`src/rtl/delay_line_pkg.sv`:
```
// ---------------------------------------------------------------------------
// delay_line_pkg
// Shared types, default parameter values and width helpers for the
// variable delay line (var_delay_line) and its sample memory (delay_ram).
// Contents:
//   vdl_state_t  : FILL (history not yet deep enough) / RUN (output trusted)
//   DEFAULT_*    : default parameter values
//   delay_width  : bits needed to hold a delay of 0..max_delay
//   ptr_width    : bits needed to address a max_delay-deep memory (min 1)
// ---------------------------------------------------------------------------
package delay_line_pkg;

  typedef enum logic {
    FILL = 1'b0,
    RUN  = 1'b1
  } vdl_state_t;

  localparam int DEFAULT_DATA_WIDTH  = 12;
  localparam int DEFAULT_CHANNELS    = 2;
  localparam int DEFAULT_MAX_DELAY   = 16;
  localparam int DEFAULT_RESET_DELAY = 8;

  function automatic int delay_width(input int max_delay);
    return $clog2(max_delay + 1);
  endfunction

  // A one-entry memory still needs a 1-bit pointer to stay legal.
  function automatic int ptr_width(input int max_delay);
    return (max_delay <= 1) ? 1 : $clog2(max_delay);
  endfunction

endpackage

```
`src/rtl/var_delay_line_ram.sv`:
```
// ---------------------------------------------------------------------------
// delay_ram
// Sample history memory for var_delay_line: one WIDTH-bit word per accepted
// sample (all channels packed together), DEPTH words deep. Synchronous
// write, combinational read, so a read of the address being written this
// cycle returns the previous contents. The array is deliberately not reset.
// Ports:
//   clk      in   rising-edge clock
//   we       in   write enable
//   wr_addr  in   [AW]    write address
//   wr_data  in   [WIDTH] write data
//   rd_addr  in   [AW]    read address
//   rd_data  out  [WIDTH] read data (combinational)
// ---------------------------------------------------------------------------
module delay_ram
  import delay_line_pkg::*;
#(
  parameter int WIDTH = 24,
  parameter int DEPTH = 16,
  parameter int AW    = ptr_width(DEPTH)
) (
  input  logic             clk,
  input  logic             we,
  input  logic [AW-1:0]    wr_addr,
  input  logic [WIDTH-1:0] wr_data,
  input  logic [AW-1:0]    rd_addr,
  output logic [WIDTH-1:0] rd_data
);

  logic [WIDTH-1:0] mem [DEPTH];

  always_ff @(posedge clk) begin
    if (we) begin
      mem[wr_addr] <= wr_data;
    end
  end

  assign rd_data = mem[rd_addr];

endmodule

```
`src/rtl/var_delay_line.sv`:
```
// ---------------------------------------------------------------------------
// var_delay_line
// Multi-channel, sample-qualified delay line with a runtime-programmable
// delay of 0..MAX_DELAY accepted samples. It advances only when in_valid is
// high, so gaps in the sample stream do not disturb lane alignment.
// Ports:
//   clk         in   rising-edge clock
//   rst_n       in   asynchronous active-low reset
//   in_valid    in   data_in carries a sample this cycle
//   data_in     in   [CHANNELS*DATA_WIDTH] channel c at [c*DATA_WIDTH +: DATA_WIDTH]
//   delay_load  in   one-cycle strobe: load delay_sel
//   delay_sel   in   [DW] requested delay, DW = $clog2(MAX_DELAY+1)
//   data_out    out  [CHANNELS*DATA_WIDTH] delayed samples, same packing
//   out_valid   out  data_out was updated with a valid delayed sample
//   primed      out  enough history is held for the active delay
//   delay_err   out  one-cycle pulse: delay_load rejected (delay_sel > MAX_DELAY)
// Build option:
//   VAR_DELAY_FLUSH_ON_LOAD_EN - an accepted delay load discards the history
//   count, so output resumes only after new-delay fresh samples.
// ---------------------------------------------------------------------------
module var_delay_line
  import delay_line_pkg::*;
#(
  parameter int DATA_WIDTH  = DEFAULT_DATA_WIDTH,
  parameter int CHANNELS    = DEFAULT_CHANNELS,
  parameter int MAX_DELAY   = DEFAULT_MAX_DELAY,
  parameter int RESET_DELAY = DEFAULT_RESET_DELAY,
  parameter int DW          = delay_width(MAX_DELAY)
) (
  input  logic                           clk,
  input  logic                           rst_n,
  input  logic                           in_valid,
  input  logic [CHANNELS*DATA_WIDTH-1:0] data_in,
  input  logic                           delay_load,
  input  logic [DW-1:0]                  delay_sel,
  output logic [CHANNELS*DATA_WIDTH-1:0] data_out,
  output logic                           out_valid,
  output logic                           primed,
  output logic                           delay_err
);

  localparam int              PW       = ptr_width(MAX_DELAY);
  localparam int              LW       = CHANNELS * DATA_WIDTH;
  localparam logic [DW-1:0]   MAX_D    = DW'(MAX_DELAY);
  localparam logic [DW-1:0]   RST_D    = DW'(RESET_DELAY);
  localparam logic [PW-1:0]   LAST_PTR = PW'(MAX_DELAY - 1);
  localparam logic [DW:0]     DEPTH_X  = (DW+1)'(MAX_DELAY);

  logic [PW-1:0] wr_ptr;
  logic [PW-1:0] rd_addr;
  logic [DW-1:0] fill_cnt;
  logic [DW-1:0] fill_next;
  logic [DW-1:0] active_delay;
  logic [DW-1:0] delay_next;
  logic [DW:0]   ptr_ext;
  logic [DW:0]   dly_ext;
  logic [DW:0]   rd_sum;
  logic [LW-1:0] rd_data;
  logic          load_ok;
  logic          load_bad;
  logic          have_history;
  vdl_state_t    state;
  vdl_state_t    state_next;

  assign load_ok      = delay_load && (delay_sel <= MAX_D);
  assign load_bad     = delay_load && (delay_sel > MAX_D);
  assign have_history = (fill_cnt >= active_delay);

  // Read address is wr_ptr - active_delay modulo the memory depth, taken
  // before this cycle's write. One extra bit keeps the add/subtract exact.
  always_comb begin
    ptr_ext = (DW+1)'(wr_ptr);
    dly_ext = {1'b0, active_delay};
    if (dly_ext > ptr_ext) begin
      rd_sum = ptr_ext + DEPTH_X - dly_ext;
    end else begin
      rd_sum = ptr_ext - dly_ext;
    end
    rd_addr = rd_sum[PW-1:0];
  end

  // History count and delay for the next cycle. A delay load that arrives
  // with a sample still uses the old delay for that sample's output.
  always_comb begin
    fill_next  = fill_cnt;
    delay_next = active_delay;
    if (in_valid && (fill_cnt != MAX_D)) begin
      fill_next = fill_cnt + 1'b1;
    end
`ifdef VAR_DELAY_FLUSH_ON_LOAD_EN
    if (load_ok) begin
      fill_next = '0;
    end
`endif
    if (load_ok) begin
      delay_next = delay_sel;
    end
  end

  // FILL until the history covers the active delay; a delay change that
  // outruns the history drops back to FILL.
  always_comb begin
    state_next = state;
    case (state)
      FILL:    state_next = (fill_next >= delay_next) ? RUN : FILL;
      RUN:     state_next = (fill_next < delay_next) ? FILL : RUN;
      default: state_next = FILL;
    endcase
  end

  // Pointer, control state and output registers. A zero delay bypasses the
  // memory because the read would otherwise see the pre-write contents.
  always_ff @(posedge clk or negedge rst_n) begin
    if (!rst_n) begin
      wr_ptr       <= '0;
      fill_cnt     <= '0;
      active_delay <= RST_D;
      state        <= FILL;
      data_out     <= '0;
      out_valid    <= 1'b0;
      delay_err    <= 1'b0;
    end else begin
      if (in_valid) begin
        wr_ptr <= (wr_ptr == LAST_PTR) ? '0 : wr_ptr + 1'b1;
      end
      fill_cnt     <= fill_next;
      active_delay <= delay_next;
      state        <= state_next;
      delay_err    <= load_bad;
      if (in_valid && have_history) begin
        data_out  <= (active_delay == '0) ? data_in : rd_data;
        out_valid <= 1'b1;
      end else begin
        out_valid <= 1'b0;
      end
    end
  end

  assign primed = (state == RUN);

  delay_ram #(
    .WIDTH (LW),
    .DEPTH (MAX_DELAY),
    .AW    (PW)
  ) u_ram (
    .clk     (clk),
    .we      (in_valid),
    .wr_addr (wr_ptr),
    .wr_data (data_in),
    .rd_addr (rd_addr),
    .rd_data (rd_data)
  );

endmodule

```
`config.mk`:
```
export PLATFORM = sky130hd
export DESIGN_NAME = var_delay_line
export DESIGN_NICKNAME = d
export VERILOG_FILES = /design/src/rtl/delay_line_pkg.sv /design/src/rtl/var_delay_line_ram.sv /design/src/rtl/var_delay_line.sv
export SDC_FILE = /design/constraint.sdc
export NUM_CORES = 1
export LEC_CHECK = 0
export BUFFER_PORTS_ARGS = -buffer_cell sky130_fd_sc_hd__buf_2
export CAP_MARGIN = 15
export CORE_MARGIN = 8
export CORE_UTILIZATION = 55
export CTS_CLUSTER_SIZE = 16
export DETAILED_ROUTE_END_ITERATION = 10
export GPL_TIMING_DRIVEN = 0
export PLACE_DENSITY = 0.72
export SLEW_MARGIN = 25
export SYNTH_ARGS = -nofsm -noshare
export SYNTH_HDL_FRONTEND = slang
export SYNTH_SLANG_ARGS = --single-unit
```
`constraint.sdc`:
```
create_clock -name clk -period 3.7 [get_ports clk]
set_clock_uncertainty 0.05 [all_clocks]
set_input_delay 1.11 -clock clk [delete_from_list [all_inputs] [get_ports clk]]
set_output_delay 1.11 -clock clk [all_outputs]
set_load 0.05 [all_outputs]
```
==> impl_metrics.py <==
metrics = {
    "pwr": {
        "combPwrFrac_pct": 41.2,
        "pwr_density_cell_mw_per_mm2": 909,
        "clockPowerShare_pct": 24.4,
        "p_sw_share_pct": 36.4,
        "p_seq_share_pct": 34.4,
        "p_leak_nw": 6.71,
        "power.internal_w": 0.0113,
        "ir_worst_vdd_uv": 506,
        "switchingPower_w": 0.00646,
    },
    "synthesis": {
        "ys_ff_latch": 425,
        "synth_fp_nets": 957,
        "muxShareOfSynthArea_pct": 13.2,
        "synthXorXnorAreaFrac_pct": 0.564,
        "ys_seq_area_share_pct": 74.4,
        "synth_cells": 904,
        "yosys_warnings": 0,
        "synth_area_mm2": 0.0169,
        "synth_adder_area_share_pct": 1.53,
        "synth_compound_area_share_pct": 3.07,
        "yosysUniqueCellTypes": 40,
        "synthSimpleGateAreaFrac_pct": 5.14,
        "syn_avg_cell_area_um2": 18.7,
        "synth_top_family_by_area": "multiplexers",
    },
    "clock_tree": {
        "postCtsSetupBuffers": 0,
        "clock_latency_ns": 0.53,
        "cts_tree": "done",
        "cts_num_sinks": 425,
        "ctsHoldBuffers": 0,
        "cts_resized": 0,
        "clock-root-buffer": "clkbuf_16",
        "cts_buffers": 43,
        "htree_levels": 2,
        "clk_pin_slew_ns": 0.06,
        "cts_max_path_buffers": 3,
    },
    "cells_and_area": {
        "diodes": 0,
        "area_growth_pct": 15.7,
        "layout_common_cells": "384 x edfxtp_1, 95 x mux4_2, 83 x nand2_1, 79 x buf_2, 70 x nor2_1",
        "nNetsFinal": 1077,
        "multi_input_area_mm2": 0.00399,
        "fillers": 2071,
        "final_cell_area_mm2": 0.0195,
        "layout_commonest_cell": "edfxtp_1",
        "seqCellArea_mm2": 0.0126,
        "fin_util_pct": 64.1,
        "drive_gt1_share_pct": 26.6,
    },
    "placed_design": {
        "dpl-instance-area_mm2": 0.0181,
        "portBuffers": 59,
        "place_hpwl_um": 24400,
        "place_congestion": 0.799,
        "pre_cts_ws_ns": 0.180,
    },
    "worst_setup_path": {
        "worst_ep_required_time_ns": 4.08,
        "crit_fanout": 10,
        "cp.buffers_inverters": 4,
        "cp-end-kind": "flip-flop",
        "crit_chain": "inv_1 -> ha_1 -> inv_1 -> fa_1 -> xnor2_1 -> clkbuf_1 -> buf_2 -> nand2_1 -> nand3_1 -> o21ai_0 -> a211oi_1",
        "critPathLaunchType": "flip-flop",
        "startpoint": "wr_ptr[0]$_DFFE_PN0P_",
        "slowest_delay_ns": 0.50,
        "r2r-start": "wr_ptr[0]$_DFFE_PN0P_",
        "cp.arrival_ns": 3.65,
        "crit_slowest_cell": "clkbuf_1",
        "critPathTopFamily": "buffers and inverters",
        "crit_type": "flip-flop to flip-flop",
        "crit_path_frequent_cell": "inv_1",
    },
    "die": {
        "start_util_pct": 55.4,
        "std_cell_rows": 64,
        "dieArea_mm2": 0.0365,
        "coreArea_mm2": 0.0304,
        "die_h_um": 191,
        "num_io_pins": 60,
        "die_w_um": 191,
    },
    "sta": {
        "rsz0062_at_grt": "false",
        "finalCritPeriodShare_pct": 88.4,
        "hold_viol": 0,
        "tightest_slew_ns": 0.816,
        "tns_ns": 0,
        "slew_viol_final": 0,
        "setup_viol": 0,
        "min_period_ns": 3.27,
        "fmax_mhz": 306,
        "timing.slew.headroom_pct": 45.6,
        "setup_slack_ns": 0.429,
    },
    "grt": {
        "grt_start_max_net_pins": 42,
        "grt_overflow": 0,
        "track_usage_pct": 21.4,
        "grt_pass1_wl_um": 57800,
        "antenna_found_initial": 0,
        "grt_pass1_vias": 9279,
    },
    "min_path": {
        "min_path_type": "flip-flop to flip-flop",
        "min-delay-start": "data_out[22]$_DFFE_PN0P_",
    },
    "route": {
        "wl_met2_um": 18800,
        "ant_nets": 0,
        "drc": 0,
        "drtIter0Drc": 785,
        "maxUsedRoutingLayer": "met4",
        "via_per_inst": 6.16,
        "totalWireLength_um": 38400,
        "met3_length_um": 3190,
        "via_count": 8963,
        "avgRoutedWirePerCell_um": 26.4,
        "wl_met1_um": 15300,
        "drt_pre_antenna_iters": 5,
    },
    "run_status": {
        "status": "finished, final reports clean",
    },
    "flow_run": {
        "maxCapViolCount": 0,
    },
}
layer usage:
metal,vias up,track usage (%)
li1,3816,-
met1,4652,29.3
met2,420,34.7
met3,75,3.89
met4,0,7.13
met5,-,0
synth_stat cells, drive strengths merged:
cell / count / area (µm²)
o22a: 1 / 8.76
nand4bb: 1 / 11.3
a22o: 7 / 61.3
o22ai: 4 / 25.0
nand2b: 1 / 6.26
a21o: 5 / 37.5
inv: 17 / 63.8
nand4: 2 / 12.5
a41oi: 7 / 61.3
clkbuf: 12 / 45.0
a31oi: 7 / 43.8
and2: 17 / 106
mux2i: 4 / 40.0
xor2: 1 / 8.76
mux4: 96 / 2170
o21ai: 17 / 85.1
nor2: 70 / 263
o41ai: 2 / 17.5
buf: 33 / 231
dfstp: 1 / 26.3
mux2: 2 / 22.5
xnor2: 9 / 86.3
ha: 19 / 238
clkinv: 1 / 3.75
edfxtp: 384 / 11500
dfrtp: 40 / 1000
and3: 1 / 6.26
nor3: 15 / 75.1
nand3: 15 / 75.1
a21oi: 16 / 80.1
fa: 1 / 20.0
nand2: 83 / 312
a211oi: 13 / 97.6
metrics by stage:
step,std cells,hold WS (ns),total power (W)
3_3_place_gp,1359,0.461,0.0132
5_1_grt,1454,0.493,0.0185
6_report,1454,0.472,0.0177
3_5_place_dp,1375,0.453,0.0135
4_1_cts,1454,0.471,0.0178
2_1_floorplan,904,0.449,0.0112
registers in the layout (all words and copies together), names as in the netlist:
signal,count
delay_err,1
active_delay,5
out_valid,1
data_out,24
wr_ptr,4
fill_cnt,5
primed,1
u_ram.mem,384
cell type report:
type,count,area share [%]
clock buffer,57,6.05
buffer,45,1.42
tap,396,2.54
timing repair buffer,75,3.71
sequential,425,64.3
multi-input combinational,416,20.4
inverter,18,0.346
clock inverter,22,1.17
worst paths after layout:
check / end / slack, ns / depth (start not counted)
min reg2reg: data_out[22]$_DFFE_PN0P_ / 0.47 / 1
min: data_out[22]$_DFFE_PN0P_ / 0.47 / 1
max: data_out[8]$_DFFE_PN0P_ / 0.43 / 11
max in group asynchronous: data_out[11]$_DFFE_PN0P_ / 2.57 / 1
max reg2reg: data_out[8]$_DFFE_PN0P_ / 0.43 / 11
min in group asynchronous: data_out[3]$_DFFE_PN0P_ / 0.57 / 1
worst reg2reg max path: stages, from the launching register on:
cell and delay [ns]:
dfrtp_1 0.44, inv_1 0.16, ha_1 0.19, inv_1 0.06, fa_1 0.41, xnor2_1 0.34
clkbuf_1 0.50, buf_2 0.43, nand2_1 0.15, nand3_1 0.11, o21ai_0 0.08, a211oi_1 0.27
power by group through the flow:
stage | Clock, W | Sequential [W] | Combinational, W
final | 0.00433 | 0.00610 | 0.00732
after global routing | 0.00454 | 0.00615 | 0.00786
after CTS | 0.00437 | 0.00610 | 0.00736
after detailed placement | 0 | 0.00619 | 0.00727
after global placement | 0 | 0.00619 | 0.00703
after floorplan | 0 | 0.00659 | 0.00461
kinds of logic after synthesis:
| logic type | Yosys count |
|---|---|
| AND/OR/NAND/NOR | 205 |
| flip-flops | 425 |
| multiplexers | 102 |
| XOR/XNOR | 10 |
| adder cells (fa/ha/maj) | 20 |
| buffers and inverters | 63 |
| AO/OA/AOI/OAI | 79 |
Power figures use the tool's default switching activity.
